--- src/rtl/mem_fill_arbiter_if.sv ---
// rtl/mem_fill_arbiter_if.sv - cache-miss / store / memory signal bundle for the fill arbiter
// master is the arbiter side, slave is the caches plus memory model.
interface mem_fill_arbiter_if #(
   parameter int ADDR_W    = 16,
   parameter int BLK_WORDS = 8
);
   logic                         i_miss;
   logic [ADDR_W-1:0]            i_miss_addr;
   logic                         d_miss;
   logic [ADDR_W-1:0]            d_miss_addr;
   logic                         d_wr;
   logic [ADDR_W-1:0]            d_wr_addr;
   logic [ADDR_W-1:0]            d_wr_data;
   logic [ADDR_W-1:0]            mem_data_in;
   logic                         mem_data_valid;
   logic [ADDR_W-1:0]            mem_addr;
   logic [ADDR_W-1:0]            mem_data_out;
   logic                         mem_enable;
   logic                         mem_wr;
   logic [ADDR_W-1:0]            fill_data;
   logic [$clog2(BLK_WORDS)-1:0] fill_word;
   logic                         i_fill_we;
   logic                         d_fill_we;
   logic                         i_fill_done;
   logic                         d_fill_done;
   logic                         d_wr_ack;
   logic                         busy;

   modport master (
      input  i_miss, i_miss_addr, d_miss, d_miss_addr, d_wr, d_wr_addr, d_wr_data,
             mem_data_in, mem_data_valid,
      output mem_addr, mem_data_out, mem_enable, mem_wr, fill_data, fill_word,
             i_fill_we, d_fill_we, i_fill_done, d_fill_done, d_wr_ack, busy
   );

   modport slave (
      output i_miss, i_miss_addr, d_miss, d_miss_addr, d_wr, d_wr_addr, d_wr_data,
             mem_data_in, mem_data_valid,
      input  mem_addr, mem_data_out, mem_enable, mem_wr, fill_data, fill_word,
             i_fill_we, d_fill_we, i_fill_done, d_fill_done, d_wr_ack, busy
   );
endinterface

--- src/rtl/mem_fill_arbiter.sv ---
// rtl/mem_fill_arbiter.sv - shares main memory between I/D block fills and D-side write-through stores
// Outputs are decoded combinationally from the registered state, so reset clears them immediately.
module mem_fill_arbiter #(
   parameter int ADDR_W    = 16,
   parameter int BLK_WORDS = 8
) (
   input  logic                clk,
   input  logic                rst_n,
   mem_fill_arbiter_if.master  bus
);
   localparam int WORD_W = $clog2(BLK_WORDS);
   localparam int CNT_W  = WORD_W + 1;
   localparam logic [ADDR_W-1:0] BLK_MASK = ADDR_W'(BLK_WORDS * 2 - 1);

   typedef enum logic [1:0] {IDLE, D_WRITE, I_FILL, D_FILL} state_t;

   state_t             r_state;
   state_t             w_next;
   logic [ADDR_W-1:0]  r_base;
   logic [CNT_W-1:0]   r_issue_cnt;
   logic [CNT_W-1:0]   r_ret_cnt;
   logic               r_issue_done;
   logic               w_filling;
   logic               w_blk_full;
   logic               w_ret;

   assign w_filling  = (r_state == I_FILL) || (r_state == D_FILL);
   assign w_blk_full = (r_ret_cnt == CNT_W'(BLK_WORDS));
   // Returns outside a fill, or beyond the last word, are dropped.
   assign w_ret      = w_filling && bus.mem_data_valid && !w_blk_full;

   always_ff @(posedge clk or negedge rst_n) begin
      if (!rst_n) r_state <= IDLE;
      else        r_state <= w_next;
   end

   always_comb begin
      w_next = r_state;
      case (r_state)
         IDLE: begin
            if (bus.d_wr)        w_next = D_WRITE;
            else if (bus.d_miss) w_next = D_FILL;
            else if (bus.i_miss) w_next = I_FILL;
         end
         D_WRITE:        w_next = IDLE;
         I_FILL, D_FILL: if (w_blk_full) w_next = IDLE;
         default:        w_next = IDLE;
      endcase
   end

   always_ff @(posedge clk or negedge rst_n) begin
      if (!rst_n) begin
         r_base       <= '0;
         r_issue_cnt  <= '0;
         r_ret_cnt    <= '0;
         r_issue_done <= 1'b0;
      end else if (r_state == IDLE) begin
         r_issue_cnt  <= '0;
         r_ret_cnt    <= '0;
         r_issue_done <= 1'b0;
         if (w_next == D_FILL)      r_base <= bus.d_miss_addr & ~BLK_MASK;
         else if (w_next == I_FILL) r_base <= bus.i_miss_addr & ~BLK_MASK;
      end else if (w_filling) begin
         // A separate done flag keeps issue stopped even though the counter can reach BLK_WORDS.
         if (!r_issue_done) begin
            r_issue_cnt  <= r_issue_cnt + 1'b1;
            r_issue_done <= (r_issue_cnt == CNT_W'(BLK_WORDS - 1));
         end
         if (w_ret) r_ret_cnt <= r_ret_cnt + 1'b1;
      end
   end

   always_comb begin
      bus.mem_addr     = '0;
      bus.mem_data_out = '0;
      bus.mem_enable   = 1'b0;
      bus.mem_wr       = 1'b0;
      bus.fill_data    = '0;
      bus.fill_word    = '0;
      bus.i_fill_we    = 1'b0;
      bus.d_fill_we    = 1'b0;
      bus.i_fill_done  = 1'b0;
      bus.d_fill_done  = 1'b0;
      bus.d_wr_ack     = 1'b0;
      bus.busy         = (r_state != IDLE);
      case (r_state)
         D_WRITE: begin
            bus.mem_enable   = 1'b1;
            bus.mem_wr       = 1'b1;
            bus.mem_addr     = bus.d_wr_addr;
            bus.mem_data_out = bus.d_wr_data;
            bus.d_wr_ack     = 1'b1;
         end
         I_FILL, D_FILL: begin
            if (!r_issue_done) begin
               bus.mem_enable = 1'b1;
               bus.mem_addr   = r_base + (ADDR_W'(r_issue_cnt) << 1);
            end
            if (w_ret) begin
               bus.fill_data = bus.mem_data_in;
               bus.fill_word = r_ret_cnt[WORD_W-1:0];
               bus.i_fill_we = (r_state == I_FILL);
               bus.d_fill_we = (r_state == D_FILL);
            end
            if (w_blk_full) begin
               bus.i_fill_done = (r_state == I_FILL);
               bus.d_fill_done = (r_state == D_FILL);
            end
         end
         default: ;
      endcase
   end
endmodule

--- src/flat_wrapper.sv ---
// flat-port wrapper written by rule: the top's interface ports become plain ports
module mem_fill_arbiter_flat 
#(
   parameter int ADDR_W    = 16,
   parameter int BLK_WORDS = 8
)
  (clk, rst_n, bus_i_miss, bus_i_miss_addr, bus_d_miss, bus_d_miss_addr, bus_d_wr, bus_d_wr_addr, bus_d_wr_data, bus_mem_data_in, bus_mem_data_valid, bus_mem_addr, bus_mem_data_out, bus_mem_enable, bus_mem_wr, bus_fill_data, bus_fill_word, bus_i_fill_we, bus_d_fill_we, bus_i_fill_done, bus_d_fill_done, bus_d_wr_ack, bus_busy);
  mem_fill_arbiter_if #(.ADDR_W(ADDR_W), .BLK_WORDS(BLK_WORDS)) bus_i ();
  input  logic clk;
  input  logic rst_n;
  input wire logic [$bits(bus_i.i_miss)-1:0] bus_i_miss;
  input wire logic [$bits(bus_i.i_miss_addr)-1:0] bus_i_miss_addr;
  input wire logic [$bits(bus_i.d_miss)-1:0] bus_d_miss;
  input wire logic [$bits(bus_i.d_miss_addr)-1:0] bus_d_miss_addr;
  input wire logic [$bits(bus_i.d_wr)-1:0] bus_d_wr;
  input wire logic [$bits(bus_i.d_wr_addr)-1:0] bus_d_wr_addr;
  input wire logic [$bits(bus_i.d_wr_data)-1:0] bus_d_wr_data;
  input wire logic [$bits(bus_i.mem_data_in)-1:0] bus_mem_data_in;
  input wire logic [$bits(bus_i.mem_data_valid)-1:0] bus_mem_data_valid;
  output wire logic [$bits(bus_i.mem_addr)-1:0] bus_mem_addr;
  output wire logic [$bits(bus_i.mem_data_out)-1:0] bus_mem_data_out;
  output wire logic [$bits(bus_i.mem_enable)-1:0] bus_mem_enable;
  output wire logic [$bits(bus_i.mem_wr)-1:0] bus_mem_wr;
  output wire logic [$bits(bus_i.fill_data)-1:0] bus_fill_data;
  output wire logic [$bits(bus_i.fill_word)-1:0] bus_fill_word;
  output wire logic [$bits(bus_i.i_fill_we)-1:0] bus_i_fill_we;
  output wire logic [$bits(bus_i.d_fill_we)-1:0] bus_d_fill_we;
  output wire logic [$bits(bus_i.i_fill_done)-1:0] bus_i_fill_done;
  output wire logic [$bits(bus_i.d_fill_done)-1:0] bus_d_fill_done;
  output wire logic [$bits(bus_i.d_wr_ack)-1:0] bus_d_wr_ack;
  output wire logic [$bits(bus_i.busy)-1:0] bus_busy;
  assign bus_i.i_miss = bus_i_miss;
  assign bus_i.i_miss_addr = bus_i_miss_addr;
  assign bus_i.d_miss = bus_d_miss;
  assign bus_i.d_miss_addr = bus_d_miss_addr;
  assign bus_i.d_wr = bus_d_wr;
  assign bus_i.d_wr_addr = bus_d_wr_addr;
  assign bus_i.d_wr_data = bus_d_wr_data;
  assign bus_i.mem_data_in = bus_mem_data_in;
  assign bus_i.mem_data_valid = bus_mem_data_valid;
  assign bus_mem_addr = bus_i.mem_addr;
  assign bus_mem_data_out = bus_i.mem_data_out;
  assign bus_mem_enable = bus_i.mem_enable;
  assign bus_mem_wr = bus_i.mem_wr;
  assign bus_fill_data = bus_i.fill_data;
  assign bus_fill_word = bus_i.fill_word;
  assign bus_i_fill_we = bus_i.i_fill_we;
  assign bus_d_fill_we = bus_i.d_fill_we;
  assign bus_i_fill_done = bus_i.i_fill_done;
  assign bus_d_fill_done = bus_i.d_fill_done;
  assign bus_d_wr_ack = bus_i.d_wr_ack;
  assign bus_busy = bus_i.busy;
  mem_fill_arbiter #(.ADDR_W(ADDR_W), .BLK_WORDS(BLK_WORDS)) u_core (.clk(clk), .rst_n(rst_n), .bus(bus_i));
endmodule
--- config.mk ---
export PLATFORM = sky130hd
export DESIGN_NAME = mem_fill_arbiter_flat
export DESIGN_NICKNAME = d
export VERILOG_FILES = /design/src/rtl/mem_fill_arbiter_if.sv /design/src/rtl/mem_fill_arbiter.sv /design/src/flat_wrapper.sv
export SDC_FILE = /design/constraint.sdc
export NUM_CORES = 1
export LEC_CHECK = 0
export BUFFER_PORTS_ARGS = -buffer_cell sky130_fd_sc_hd__buf_2
export CORE_ASPECT_RATIO = 1.5
export CORE_UTILIZATION = 36
export DETAILED_ROUTE_END_ITERATION = 8
export PLACE_DENSITY = 0.86
export SLEW_MARGIN = 20
export SYNTH_ARGS = -nofsm -noshare
export SYNTH_HDL_FRONTEND = slang
export SYNTH_SLANG_ARGS = --single-unit
--- constraint.sdc ---
create_clock -name clk -period 1.7 [get_ports clk]
set_clock_uncertainty 0.05 [all_clocks]
set_input_delay 0.34 -clock clk [delete_from_list [all_inputs] [get_ports clk]]
set_output_delay 0.34 -clock clk [all_outputs]
set_load 0.03 [all_outputs]
# Yosys cells after proc, flatten, opt, wreduce, memory -nomap -nowiden
# Index checks and enable logic that the tools add are counted.
[word_totals]
out_inout_bits = 59
reg_bits = 27
elab_cells = 63
input_bits = 86
[classes]
n_addsub = 3
n_reduce_logical = 13
eq_ne = 8
muxes = 34
[ops]
columns = ["op", "count"]
rows = [
  ["$mux 16", 6],
  ["$pmux 16 s2", 1],
  ["$mux 4", 6],
  ["$add 16x5->16", 1],
  ["$mux 1", 13],
  ["$add 4x1->4 const B", 2],
  ["$eq 2x2->1 const B", 4],
  ["$mux 2", 4],
  ["$reduce_bool 2->1", 4],
  ["$mux 3", 2],
  ["$pmux 2 s3", 1],
  ["$reduce_and 2->1", 3],
  ["$eq 4x3->1 const B", 1],
  ["$eq 4x4->1 const B", 1],
  ["$eq 2x1->1 const B", 1],
  ["$logic_and 1x1->1", 2],
  ["$logic_not 2->1", 1],
  ["$ne 2x2->1 const B", 1],
  ["$pmux 1 s2", 1],
  ["$reduce_or 2->1", 1],
  ["$logic_not 1->1", 1],
  ["$logic_or 1x1->1", 1],
]

# Longest topological paths before layout
[logic_depth]
word_depth = 7
ltp_mapped = 7
ltp_nobuf = 6

# Worst setup path after synthesis
# OpenSTA, ideal clock, no wires.
[synth_timing]
kind = "register to output"
start = "register u_core.r_issue_cnt[3]"
end = "output port bus_mem_addr[14]"
path_buffers = 0
stages_incl_launch_ff = 7
t_arrival_ps = 1772
slack_ps = -462
path_cell_list = "dfrtp_1 > ha_1 > ha_1 > nand3_1 > nor4_1 > o21ai_1 > a21oi_1"
[synth_between]
elab_chain_len = 3
[synth_lines]
columns = ["element", "line_no", "source"]
rows = [
  ["from (decl)", "mem_fill_arbiter.sv:20", "logic [CNT_W-1:0] r_issue_cnt;"],
  ["from (signal assigned)", "mem_fill_arbiter.sv:66", "r_issue_cnt <= r_issue_cnt + 1'b1;"],
  ["$add 16x5->16", "mem_fill_arbiter.sv:97", "bus.mem_addr = r_base + (ADDR_W'(r_issue_cnt) << 1);"],
  ["$mux 16", "mem_fill_arbiter.sv:95", "if (!r_issue_done) begin"],
  ["$pmux 16 s2", "mem_fill_arbiter.sv:86", "case (r_state)"],
  ["to (decl)", "flat_wrapper.sv:20", "output wire logic [$bits(bus_i.mem_addr)-1:0] bus_mem_addr;"],
]
# No other way between the ends.

# Final worst setup path
[layout_timing]
start = "register u_core.r_base[4]"
end = "output port bus_mem_addr[14]"
[layout_between]
elab_chain_len = 3
[layout_lines]
columns = ["element", "line_no", "source"]
rows = [
  ["from (decl)", "mem_fill_arbiter.sv:19", "logic [ADDR_W-1:0] r_base;"],
  ["from (signal assigned)", "mem_fill_arbiter.sv:61", "if (w_next == D_FILL) r_base <= bus.d_miss_addr & ~BLK_MASK;"],
  ["from (signal assigned)", "mem_fill_arbiter.sv:62", "else if (w_next == I_FILL) r_base <= bus.i_miss_addr & ~BLK_MASK;"],
  ["$add 16x5->16", "mem_fill_arbiter.sv:97", ""],
  ["$mux 16", "mem_fill_arbiter.sv:95", ""],
  ["$pmux 16 s2", "mem_fill_arbiter.sv:86", ""],
]
# No other way between the ends.

==> flow_metrics.py <==
metrics = {
    "clock_tree": {
        "htreeDepth": 1,
        "cts_max_path_buffers": 2,
        "cts_tree": "built",
        "cts_buffers": 3,
        "clk_latency_ps": 280,
        "cts_root_buf": "clkbuf_8",
        "cts.reportedPaths.clkPinSlew_ps": 90,
        "clock_sinks": 23,
    },
    "sta": {
        "max_freq_mhz": 438,
        "finalCritPeriodShare": 1.34,
        "relSlewSlack": 0.634,
        "layout_setup_ws_ps": -584,
        "setup_viol": 70,
        "tightest_slew_ps": 549,
        "final-max-slew-violation-count": 0,
        "timing.hold.ws_ps": 292,
        "rsz0062_at_grt": "true",
        "layout_min_cycle_time_ps": 2280,
        "setup_tns_ps": -12440,
        "finalHoldViolCount": 0,
    },
    "min_path": {
        "hp-start": "bus_i_miss_addr[15]",
        "hold_class": "in2reg",
        "min_path_cells": 3,
        "min_to": "u_core.r_base[15]",
    },
    "synth": {
        "synth-async-reset-ratio": 1.00,
        "yosys.area.top_type_share": 0.323,
        "synth_cells": 208,
        "seq_area_frac_synth": 0.323,
        "yosysWarningCount": 0,
        "ys.flop_type": "dfrtp_1",
        "synthDistinctLibCells": 40,
        "synth_most_common_cell": "nand2_1",
        "synthTopCellsByArea": "dfrtp_1 32%, and2_1 7.0%, and3_1 6.7%",
        "netlist_top_cells_count": "24 x nand2_1, 23 x dfrtp_1, 20 x and2_1, 19 x and3_1, 13 x a22o_1",
        "synth_top_cell_by_area": "dfrtp_1",
        "syn_nets": 299,
        "synth_edf_count": 0,
        "syn-cell-area_um2": 1780,
        "synth.ff_latch_count": 23,
        "synth.avg_cell_area_um2": 8.56,
    },
    "place": {
        "gp_congestion": 0.837,
        "hpwl_mm": 4.58,
        "dp_cells": 421,
        "port_buffers": 136,
        "dpl-instance-area_um2": 2810,
    },
    "setup_path": {
        "r2r_slack_ps": -100,
        "crit_family": "flip-flops",
        "critPathMaxStageDelay_ps": 420,
        "rr_endpoint": "u_core.r_base[4]",
        "rr_startpoint": "u_core.r_ret_cnt[0]",
        "crit_top_cell": "ha_4",
        "critPathMaxFanout": 5,
        "arrival_ps": 1890,
        "reg2reg_depth": 8,
        "path_buf_inv": 1,
        "crit_type": "reg2out",
        "start_kind": "flip-flop",
        "required_ps": 1310,
        "cp_cell_sequence": "ha_4, ha_4, nand3_4, nor4_2, o21ai_2, a21oi_4, buf_6",
        "end_kind": "primary output",
        "crit_path_top_delay_cell": "dfrtp_1",
    },
    "run_status": {
        "violations": "setup timing",
        "status": "complete, but fails checks",
    },
    "die": {
        "die_area_um2": 5240,
        "core_area_um2": 4810,
        "die_w_um": 59.4,
        "rows": 31,
        "start_util": 0.370,
        "dieHeight_um": 88.1,
        "io_pins": 145,
    },
    "detailed_routing": {
        "ant_nets": 0,
        "wirelength_mm": 9.47,
        "drc": 0,
        "avgRoutedWirePerCell_um": 21.0,
        "drt_iter0_drc": 100,
        "vias": 2533,
        "dr.pass1.iters": 4,
        "vias_per_cell": 5.60,
    },
    "grt": {
        "grt_pass1_vias": 2434,
        "grt_overflow": 0,
        "grt_pass1_wl_mm": 12.9,
        "grtUsageTotal": 0.337,
        "antenna_found_initial": 1,
        "grt_start_max_net_pins": 26,
    },
    "cells_and_area": {
        "drive_above_1_share": 0.754,
        "layoutNonFillerInstCount": 452,
        "fin_area_um2": 3890,
        "multi_input_area_um2": 1590,
        "nets": 478,
        "area_growth_pct": 119,
        "num_antenna_cells": 0,
        "fill_cells": 279,
        "seq_area_um2": 578,
    },
    "power": {
        "power.density_nw_per_um2": 1900,
        "power.total_mw": 7.41,
        "peakVddDrop_v": 0.000918,
        "p_sw_frac": 0.489,
        "p_switching_mw": 3.62,
        "intPower_mw": 3.78,
        "p_leak_nw": 1.99,
        "power_frac_seq": 0.152,
        "power_frac_comb": 0.799,
        "clkPwrFrac": 0.049,
    },
    "job": {
        "drv_cap": 0,
    },
}
power by group through the flow:
stage	combinational (mW)	sequential, mW	clock [mW]
after CTS	5.37	1.06	0.353
after global routing	6.18	1.13	0.384
after global placement	3.66	1.02	0
after floorplan	2.63	1.07	0
after detailed placement	3.75	1.04	0
final	5.92	1.13	0.361
final cells by class:
class | count | share of cell area
multi-input cells | 163 | 0.407
repair buffers | 185 | 0.398
flip-flops and latches | 23 | 0.148
well taps | 66 | 0.0212
inverters | 11 | 0.0132
clock buffers | 3 | 0.0106
clock inverters | 1 | 0.00129
cells in the final DEF, fill, tap and decap left out, types with 5 or more instances in the layout:
cell type,netlist,routed
o22ai_2,1,12
a22o_2,0,7
and3_4,0,16
nor2_1,10,5
buf_6,2,73
o21ai_1,11,12
inv_1,10,6
nand2_1,24,24
buf_4,3,28
nor2_4,1,6
and3_1,19,6
buf_2,4,77
dfrtp_1,23,21
and2_4,0,20
per-layer routing:
metal / track usage / share of wire / vias to the layer above
li1: - / - / 1097
met1: 0.363 / 0.35 / 1216
met2: 0.592 / 0.53 / 161
met3: 0.0561 / 0.058 / 59
met4: 0.214 / 0.065 / 0
met5: 0 / 0 / -
per-stage QoR:
| step | worst slack (ps) | utilization |
|---|---|---|
| 2_1_floorplan | -124 | - |
| 3_3_place_gp | -200 | 0.585 |
| 3_5_place_dp | -277 | 0.585 |
| 4_1_cts | -518 | 0.771 |
| 5_1_grt | -626 | 0.810 |
| 6_report | -584 | 0.810 |
worst max path at each step:
| stage | start | to | slack (ps) | depth (start not counted) |
|---|---|---|---|---|
| 5_1_grt | u_core.r_base[4] | bus_mem_addr[14] | -630 | 7 |
| 3_3_place_gp | u_core.r_base[4] | bus_mem_addr[9] | -200 | 7 |
| 3_5_place_dp | u_core.r_issue_cnt[3] | bus_mem_addr[14] | -280 | 7 |
| 4_1_cts | u_core.r_issue_cnt[3] | bus_mem_addr[14] | -520 | 7 |
| 6_report | u_core.r_base[4] | bus_mem_addr[14] | -580 | 7 |
| 2_1_floorplan | u_core.r_state[1] | bus_d_fill_done | -120 | 3 |
tightest hold or removal path, cell delays in order:
cell     delay [ps]
buf_2            80
o22ai_2          60
o21ai_1         100
flip-flops by register name, summed over array words and instances, names as in the netlist:
register and count:
u_core.r_issue_cnt 4, u_core.r_state 2, u_core.r_base 12, u_core.r_ret_cnt 4, u_core.r_issue_done 1
cells by family (layout without fill, tap and decap cells):
group,after synthesis,in the layout,synth area share
flops,23,23,0.323
fa+ha+maj,5,5,0.0351
simple gates,91,94,0.291
compound gates,47,48,0.194
buf+inv,26,200,0.0752
xor+xnor,12,12,0.0590
mux,4,4,0.0225
timing repair:
| action | in CTS | in global routing |
|---|---|---|
| pin swaps | 36 | 33 |
| hold endpoints to repair | 23 | 0 |
| gates cloned | 9 | 1 |
| gates resized for setup | 167 | 48 |
| buffers inserted | 15 | 10 |
| hold buffers | 1 | 0 |
| endpoints found under the setup margin | 58 | 75 |
(Power assumes the default switching activity.)
